==> config.mk <==
export PLATFORM = sky130hd
export DESIGN_NAME = ram2_rr_arbiter
export DESIGN_NICKNAME = d
export VERILOG_FILES = /design/src/rtl/ram2_arb_pkg.sv /design/src/rtl/rr_grant_fsm.sv /design/src/rtl/ram2_rr_arbiter.sv
export SDC_FILE = /design/constraint.sdc
export NUM_CORES = 1
export LEC_CHECK = 0
export ABC_CLOCK_PERIOD_IN_PS = 2700
export CORE_UTILIZATION = 35
export DETAILED_ROUTE_END_ITERATION = 10
export GPL_TIMING_DRIVEN = 1
export PLACE_DENSITY_LB_ADDON = 0.1
export SLEW_MARGIN = 20
export SYNTH_ARGS = -nofsm -noshare
export SYNTH_HDL_FRONTEND = slang
export SYNTH_SLANG_ARGS = --single-unit
==> constraint.sdc <==
create_clock -name clk -period 2.7 [get_ports clk]
set_input_delay 0.81 -clock clk [delete_from_list [all_inputs] [get_ports clk]]
set_output_delay 0.81 -clock clk [all_outputs]
set_load 0.005 [all_outputs]
==> src/rtl/ram2_arb_pkg.sv <==
// Shared types and RAM2 geometry defaults for the RAM2 round-robin arbiter.
package ram2_arb_pkg;

    typedef enum logic [1:0] {
        ARB_IDLE   = 2'd0,
        ARB_GRANT0 = 2'd1,
        ARB_GRANT1 = 2'd2
    } arb_state_e;

    localparam int ARB_ADDR_W = 5;
    localparam int ARB_DATA_W = 32;

endpackage

==> src/rtl/rr_grant_fsm.sv <==
// Round-robin grant state machine: holds state, burst counter and last-granted
// pointer; grants are the decoded state register, so they are registered.
module rr_grant_fsm
    import ram2_arb_pkg::*;
#(
    parameter int BURST = 4
) (
    input  logic clk,
    input  logic rst,
    input  logic req_0_i,
    input  logic req_1_i,
    output logic gnt_0_o,
    output logic gnt_1_o
);

    localparam int CNT_W = (BURST > 1) ? $clog2(BURST) : 1;
    localparam logic [CNT_W-1:0] CNT_LAST = CNT_W'(BURST - 1);

    arb_state_e       state_q, state_d;
    logic [CNT_W-1:0] cnt_q, cnt_d;
    logic             last_q, last_d;
    logic             go0, go1;

    always_comb begin
        state_d = state_q;
        cnt_d   = cnt_q;
        last_d  = last_q;
        go0     = 1'b0;
        go1     = 1'b0;
        case (state_q)
            ARB_IDLE: begin
                if (req_0_i && req_1_i) begin
                    go0 = last_q;
                    go1 = !last_q;
                end else begin
                    go0 = req_0_i;
                    go1 = req_1_i;
                end
            end
            ARB_GRANT0: begin
                if (!req_0_i) begin
                    if (req_1_i) go1 = 1'b1;
                    else         state_d = ARB_IDLE;
                end else if (cnt_q != CNT_LAST) begin
                    cnt_d = cnt_q + 1'b1;
                end else if (req_1_i) begin
                    go1 = 1'b1;
                end else begin
                    cnt_d = '0;
                end
            end
            ARB_GRANT1: begin
                if (!req_1_i) begin
                    if (req_0_i) go0 = 1'b1;
                    else         state_d = ARB_IDLE;
                end else if (cnt_q != CNT_LAST) begin
                    cnt_d = cnt_q + 1'b1;
                end else if (req_0_i) begin
                    go0 = 1'b1;
                end else begin
                    cnt_d = '0;
                end
            end
            default: state_d = ARB_IDLE;
        endcase
        // Entering a grant state restarts the burst and records the winner.
        if (go0) begin
            state_d = ARB_GRANT0;
            cnt_d   = '0;
            last_d  = 1'b0;
        end else if (go1) begin
            state_d = ARB_GRANT1;
            cnt_d   = '0;
            last_d  = 1'b1;
        end
    end

    always_ff @(posedge clk) begin
        if (rst) begin
            state_q <= ARB_IDLE;
            cnt_q   <= '0;
            last_q  <= 1'b1;
        end else begin
            state_q <= state_d;
            cnt_q   <= cnt_d;
            last_q  <= last_d;
        end
    end

    assign gnt_0_o = (state_q == ARB_GRANT0);
    assign gnt_1_o = (state_q == ARB_GRANT1);

endmodule

==> src/rtl/ram2_rr_arbiter.sv <==
// Shares RAM2's write port and read port 0 between two requesters; read data
// comes back one cycle after the access, registered per requester.
module ram2_rr_arbiter
    import ram2_arb_pkg::*;
#(
    parameter int ADDR_W = ARB_ADDR_W,
    parameter int DATA_W = ARB_DATA_W,
    parameter int BURST  = 4
) (
    input  logic              clk,
    input  logic              rst,
    input  logic              req_0,
    input  logic              req_1,
    input  logic              we_0,
    input  logic              we_1,
    input  logic [ADDR_W-1:0] addr_0,
    input  logic [ADDR_W-1:0] addr_1,
    input  logic [DATA_W-1:0] wdata_0,
    input  logic [DATA_W-1:0] wdata_1,
    output logic              gnt_0,
    output logic              gnt_1,
    output logic              rvalid_0,
    output logic              rvalid_1,
    output logic [DATA_W-1:0] rdata_0,
    output logic [DATA_W-1:0] rdata_1,
    output logic [ADDR_W-1:0] raddr0,
    input  logic [DATA_W-1:0] rdata0,
    output logic [ADDR_W-1:0] waddr,
    output logic [DATA_W-1:0] wdata,
    output logic              wen
);

    logic              acc_0, acc_1;
    logic              rd_0, rd_1;
    logic [1:0]        rvalid_q;
    logic [DATA_W-1:0] rdata_0_q, rdata_1_q;

    rr_grant_fsm #(
        .BURST (BURST)
    ) u_fsm (
        .clk     (clk),
        .rst     (rst),
        .req_0_i (req_0),
        .req_1_i (req_1),
        .gnt_0_o (gnt_0),
        .gnt_1_o (gnt_1)
    );

    assign acc_0 = gnt_0 && req_0;
    assign acc_1 = gnt_1 && req_1;
    assign rd_0  = acc_0 && !we_0;
    assign rd_1  = acc_1 && !we_1;

    // Unused RAM pins are forced to zero so idle cycles are clean on the bus.
    always_comb begin
        wen    = 1'b0;
        waddr  = '0;
        wdata  = '0;
        raddr0 = '0;
        if (acc_0) begin
            if (we_0) begin
                wen   = 1'b1;
                waddr = addr_0;
                wdata = wdata_0;
            end else begin
                raddr0 = addr_0;
            end
        end else if (acc_1) begin
            if (we_1) begin
                wen   = 1'b1;
                waddr = addr_1;
                wdata = wdata_1;
            end else begin
                raddr0 = addr_1;
            end
        end
    end

    always_ff @(posedge clk) begin
        if (rst) begin
            rvalid_q  <= 2'b00;
            rdata_0_q <= '0;
            rdata_1_q <= '0;
        end else begin
            rvalid_q <= {rd_1, rd_0};
            if (rd_0) rdata_0_q <= rdata0;
            if (rd_1) rdata_1_q <= rdata0;
        end
    end

    assign rvalid_0 = rvalid_q[0];
    assign rvalid_1 = rvalid_q[1];
    assign rdata_0  = rdata_0_q;
    assign rdata_1  = rdata_1_q;

endmodule

==> flow_summary_export.csv, run 1 <==
group,metric,value,unit
run_status,status,"complete, no violations",
yosys,ys_seq_area_frac,0.4595,
worst_setup_path,crit_family,"buffers and inverters",
cts,cts.sink_count,71,
worst_setup_path,cp-end-kind,"output port",
cells_and_area,area_growth_syn_to_layout,86.16,%
drt,drtIter0Drc,117,
cells_and_area,nNetsFinal,738,
sta,slew_violations,0,
worst_setup_path,start_kind,"input port",
worst_setup_path,r2r_setup_slack,1.00,ns
drt,firstDrtPassIters,4,
worst_setup_path,cp-startpoint,"req_0",
drt,via_count,3634,
global_routing,gr-total-overflow,0,
cells_and_area,multi_input_area,0.001513,mm^2
global_routing,grt_usage,0.2640,
worst_setup_path,slowest_delay,0.22,ns
floorplan,start_util,0.3690,
sta,rsz0062_at_grt,"false",
worst_setup_path,r2r-start,"u_fsm.state_q[1]",
floorplan,num_io_pins,223,
cells_and_area,stdcell_area,0.005758,mm^2
worst_setup_path,path_max_fanout,9,
sta,worstMarginPinSlew,0.4812,ns
sta,period_share,0.9890,
worst_setup_path,crit_required,1.89,ns
yosys,async_flop_share,0,
floorplan,fp.dieW,96.01,um
worst_setup_path,timing.critical_path.cells,"buf_4 > and3_4 > buf_6 > buf_4 > buf_12 > a22o_1 > buf_2",
global_routing,grt_pass1_wl,18150,um
floorplan,core_area,0.008382,mm^2
worst_setup_path,cp.arrival,1.86,ns
cells_and_area,seq_area,0.001429,mm^2
yosys,synth_warnings,0,
floorplan,die_area,0.009217,mm^2
worst_setup_path,criticalPathCategory,"input port to output port",
pwr,vdd_ir_drop_max,0.3840,mV
yosys,syn_nets,499,
drt,routed_via_density,4.964,
cts,htree_levels,3,
drt,drc,0,
cts,cts_tree,"built",
yosys,ys.flop_type,"dfxtp_1",
cells_and_area,antenna_cells,0,
worst_hold_path,hp-class,"flip-flop to flip-flop",
worst_setup_path,path_common_cell,"buf_4",
sta,relSlewSlack,0.6792,
global_routing,grt_pass1_vias,3576,
worst_setup_path,cp_slowest_cell,"a22o_1",
yosys,synth.distinct_cells,31,
drt,antenna_left,0,
placed_design,dp_hpwl,8292,um
sta,worst_slack,0.02983,ns
yosys,syn_inst,383,
yosys,synth.avg_cell_area,8.076,um^2
sta,min_period,2.670,ns
cts,hold_buffers,0,
worst_hold_path,hp-start,"rdata_1[16]",
yosys,syn_area,0.003093,mm^2
sta,skew,0.009901,ns
cts,clk_pin_slew_worst_paths,0.08,ns
cells_and_area,nFillCells,722,
floorplan,num_rows,33,
placed_design,pre_cts_slack,-0.6785,ns
pwr,power_leakage,2.224,nW
floorplan,die_h,96.01,um
placed_design,gp_congestion,0.7959,
job,cap_violations,0,
sta,hold_violations,0,
drt,drt-total-wl,12070,um
cts,clk_latency,0.34,ns
yosys,yosys_register_bits,71,
worst_setup_path,worst-path-buf-inv,5,
drt,wire_per_inst,16.49,um
yosys,synth-edff-count,0,
global_routing,antenna_found_initial,0,
sta,setup_viol,0,
cells_and_area,drive_gt1_frac,0.1818,
cts,clockBufferDepth,2,
placed_design,placed_area,0.005440,mm^2
placed_design,io_buffer_count,222,
cts,cts_root_buffer,"clkbuf_8",
global_routing,grt_max_degree,47,
cts,cts_buffers,9,
sta,fmax,374.5,MHz
pwr,p_per_area,420.3,mW/mm^2
[sequential cells by signal, indices dropped and copies added, names as in the netlist]
signal and flops:
rdata_0 32, rdata_1 32, rvalid_q 2, u_fsm.cnt_q 2, u_fsm.last_q 1, u_fsm.state_q 2
[stage by stage]
stage | total power, W | utilization | cells | TNS (ns) | hold WS [ns]
6_report | 0.002420 | 0.6870 | 732 | 0 | 0.4544
5_1_grt | 0.002537 | 0.6870 | 732 | 0 | 0.4758
4_1_cts | 0.002450 | 0.6922 | 732 | -0.09541 | 0.4560
3_5_place_dp | 0.001585 | 0.6491 | 696 | -24.74 | 0.4453
3_3_place_gp | 0.001577 | 0.6491 | 696 | -23.88 | 0.4413
2_1_floorplan | 0.001271 | - | 383 | 0 | 0.4527
[worst min-delay path: cells and delay by family (launching register included)]
kind,cells,cell delay (ns)
AND/OR/NAND/NOR,1,0.05
flip-flops,1,0.31
AO/OA/AOI/OAI,1,0.05
[cell families (layout without fill, tap and decap cells)]
logic type | count (synthesis) | after routing | share of synthesized area
AND/OR/NAND/NOR | 152 | 152 | 0.1994
flip-flops | 71 | 71 | 0.4595
multiplexers | 1 | 1 | 0.003236
AO/OA/AOI/OAI | 120 | 120 | 0.2581
buffers and inverters | 35 | 279 | 0.06351
adder cells (fa/ha/maj) | 4 | 4 | 0.01618
[placed cells by master, fill, tap and decap left out, drive strengths merged]
cell type / Yosys / routed
nor2: 6 / 6
and4: 1 / 1
bufbuf: 0 / 1
o211ai: 1 / 1
bufinv: 0 / 1
a22oi: 2 / 2
nor3: 1 / 1
or2: 3 / 3
clkinvlp: 0 / 3
clkdlybuf4s50: 0 / 174
inv: 4 / 5
a22o: 43 / 43
and3: 1 / 1
o22ai: 1 / 1
a21o: 1 / 1
dfxtp: 71 / 71
a211oi: 1 / 1
buf: 21 / 79
nand4: 1 / 1
nand2: 133 / 133
nand2b: 6 / 6
o2111ai: 1 / 1
o21ai: 1 / 1
clkinv: 0 / 1
o21ba: 1 / 1
clkbuf: 10 / 13
a21oi: 67 / 67
o21bai: 1 / 1
dlygate4sd2: 0 / 2
ha: 4 / 4
mux2i: 1 / 1
[power by group]
part	internal (W)	switching, W	total, W	leakage, nW
sequential	0.00107	0.0000185	0.00109	0.575
combinational	0.000308	0.000188	0.000496	1.56
clock	0.000431	0.000400	0.000831	0.0891
[final timing paths]
path                            cells past startpoint          end
worst max-delay path                                7     waddr[0]
worst min-delay path                                2  rdata_1[16]
worst max register to register                      8  rdata_0[16]
worst min register to register                      2  rdata_1[16]
[final cells by class]
cell class / count / share of cell area
sequential: 71 / 0.2482
inverter: 4 / 0.003477
clock buffer: 10 / 0.02216
timing repair buffer: 259 / 0.4285
multi-input combinational: 277 / 0.2627
tap: 105 / 0.02282
clock inverter: 6 / 0.01217
[synth_stat cells, types with 2 or more instances]
library cell    n  area share
buf_2          15       0.024
clkbuf_1        9       0.011
nand2_1       132        0.16
a22oi_1         2      0.0049
a22o_1         43        0.12
nor2_1          5      0.0061
nand2b_1        6       0.012
buf_6           6       0.022
or2_2           2      0.0040
inv_1           4      0.0049
ha_1            4       0.016
dfxtp_1        71        0.46
a21oi_1        66        0.11
[routing by layer]
layer | up-vias | share of wire | track usage
met5 | - | 0 | 0
met4 | 0 | 0.022 | 0.09453
met3 | 22 | 0.083 | 0.07741
met2 | 147 | 0.50 | 0.4669
met1 | 1676 | 0.40 | 0.2996
li1 | 1789 | - | -
[repair_timing]
action | CTS | global route
pin swaps | 15 | 5
endpoints found under the setup margin | 43 | 37
gates resized for setup | 202 | 9
buffers inserted | 14 | 2
gates cloned | 7 | 0
Note: power is estimated with default switching activity, not from simulation.
==> run 2, diff against run 1 <==
CORE_ASPECT_RATIO = 0.8   (was unset)
REMOVE_ABC_BUFFERS = 1   (was unset)
==> flow_summary_export.csv, run 2 (same netlist as run 1, synthesis figures left out) <==
group,metric,value,unit
placed_design,dp_hpwl,8205,um
global_routing,met1_usage,0.3523,
drt,firstDrtPassIters,5,
placed_design,dp.cells,707,
cells_and_area,area_growth_syn_to_layout,89.48,%
drt,drtIter0Drc,176,
placed_design,gp_congestion,0.8255,
cells_and_area,multi_input_area,0.001515,mm^2
cells_and_area,stdcell_area,0.005861,mm^2
drt,routed_via_density,4.884,
worst_setup_path,cp.arrival,1.96,ns
sta,worstMarginPinSlew,0.5483,ns
placed_design,io_buffer_count,222,
global_routing,gr-max-usage-layer,"met2",
cts,clk_pin_slew_worst_paths,0.06,ns
floorplan,fp.dieW,107.1,um
job,cap_violations,0,
sta,hold_slack,0.4533,ns
sta,fmax,361.0,MHz
pwr,power,0.002331,W
sta,setup_viol,30,
worst_setup_path,criticalPathCategory,"input port to output port",
global_routing,gr-total-overflow,0,
global_routing,met2_usage,0.4299,
pwr,vdd_ir_drop_max,0.3924,mV
run_status,failed_checks,"setup timing",
sta,slew_violations,0,
cells_and_area,layout_commonest_cell,"clkdlybuf4s50_1",
cts,clk_latency,0.33,ns
cts,cts_root_buffer,"clkbuf_8",
sta,relSlewSlack,0.6345,
drt,drt-total-wl,12130,um
cts,cts_tree,"built",
cells_and_area,fin_cells,740,
drt,drc,0,
sta,skew,0.003514,ns
drt,wire_per_inst,16.39,um
sta,hold_violations,0,
sta,period_share,1.026,
floorplan,core_area,0.008521,mm^2
global_routing,grt_usage,0.2652,
floorplan,num_rows,30,
global_routing,grtUsageMet3,0.07371,
drt,via_count,3614,
sta,worst_slack,-0.06989,ns
floorplan,die_area,0.009219,mm^2
global_routing,antenna_found_initial,0,
sta,min_period,2.770,ns
worst_setup_path,path_max_fanout,7,
worst_setup_path,slowest_delay,0.21,ns
cells_and_area,nNetsFinal,741,
worst_setup_path,start_kind,"input port",
global_routing,grt_max_degree,43,
global_routing,grt_pass1_vias,3398,
cts,cts.sink_count,71,
floorplan,num_io_pins,223,
cts,hold_buffers,0,
global_routing,grt_pass1_wl,18660,um
pwr,p_per_area,397.8,mW/mm^2
cts,htree_levels,3,
floorplan,die_h,86.08,um
worst_setup_path,cp-end-kind,"output port",
worst_setup_path,cp_slowest_cell,"a22o_1",
run_status,status,"finished with violations",
cells_and_area,nFillCells,711,
cells_and_area,antenna_cells,0,
worst_setup_path,timing.critical_path.cells,"buf_2 > buf_6 > and4_4 > buf_12 > buf_12 > buf_8 > a22o_1 > buf_2",
pwr,power_leakage,2.240,nW
cts,cts_buffers,9,
placed_design,placed_area,0.005479,mm^2
floorplan,start_util,0.3630,
worst_setup_path,crit_required,1.89,ns
cells_and_area,seq_area,0.001429,mm^2
drt,antenna_left,0,
cts,clockBufferDepth,2,
sta,rsz0062_at_grt,"true",
cells_and_area,drive_gt1_frac,0.1704,
worst_hold_path,hp-class,"flip-flop to flip-flop",
cells_and_area,final_cell_mix,"174 x clkdlybuf4s50_1, 131 x nand2_1, 69 x dfxtp_1",
run 2: cell types whose count changed in the layout (fill, tap and decap cells not counted), sizes merged:
cell	delta
inv	-1
bufinv	-1
clkdlybuf4s15	+9
buf	-4
dlygate4sd2	-2
clkinvlp	-3
clkbuf	+3
run 2: timing repair:
| item | in CTS | in global routing |
|---|---|---|
| resized for setup | 193 | 6 |
| buffers inserted | 12 | 1 |
| gates cloned | 6 | 0 |
| endpoints found under the setup margin | 43 | 42 |
| pin swaps | 8 | 10 |
run 2: worst max-delay path, delay by kind of cell:
kind                   cells  cell delay (ns)
AO/OA/AOI/OAI              1             0.21
buffers and inverters      6             0.75
AND/OR/NAND/NOR            1             0.19
run 2: worst paths after layout:
check | startpoint | end | slack (ns) | cells after the start
hold / removal | rdata_0[16] | rdata_0[16] | 0.45 | 2
hold reg to reg | rdata_0[16] | rdata_0[16] | 0.45 | 2
setup / recovery | req_1 | wdata[25] | -0.07 | 8
setup reg to reg | u_fsm.state_q[0] | u_fsm.cnt_q[0] | 0.73 | 8
run 2: routing by layer:
metal  routed length, um  vias to the layer above
met5                   0                        -
met1                5141                     1677
met4                  93                        0
met3                1008                       10
li1                    -                     1795
met2                5887                      132
run 2: power breakdown:
part,internal [W],total (W),switching [W]
clock network,0.000373,0.000719,0.000346
registers,0.00108,0.00109,0.0000183
logic,0.000322,0.000519,0.000197
run 2: metrics by stage:
| step | utilization | TNS, ns | setup slack [ns] |
|---|---|---|---|
| floorplan | - | 0 | 0.06414 |
| global placement | 0.6430 | -26.34 | -0.6506 |
| detailed placement | 0.6430 | -27.46 | -0.6960 |
| CTS | 0.6890 | -0.3081 | -0.06880 |
| global route | 0.6878 | -1.850 | -0.09250 |
| finish | 0.6878 | -0.5240 | -0.06989 |
run 2: cell type report:
class | instances | area share
well taps | 112 | 0.02391
inverters | 4 | 0.002989
clock buffers | 13 | 0.02711
flip-flops and latches | 71 | 0.2438
repair buffers | 262 | 0.4428
clock inverters | 1 | 0.0008540
multi-input cells | 277 | 0.2585
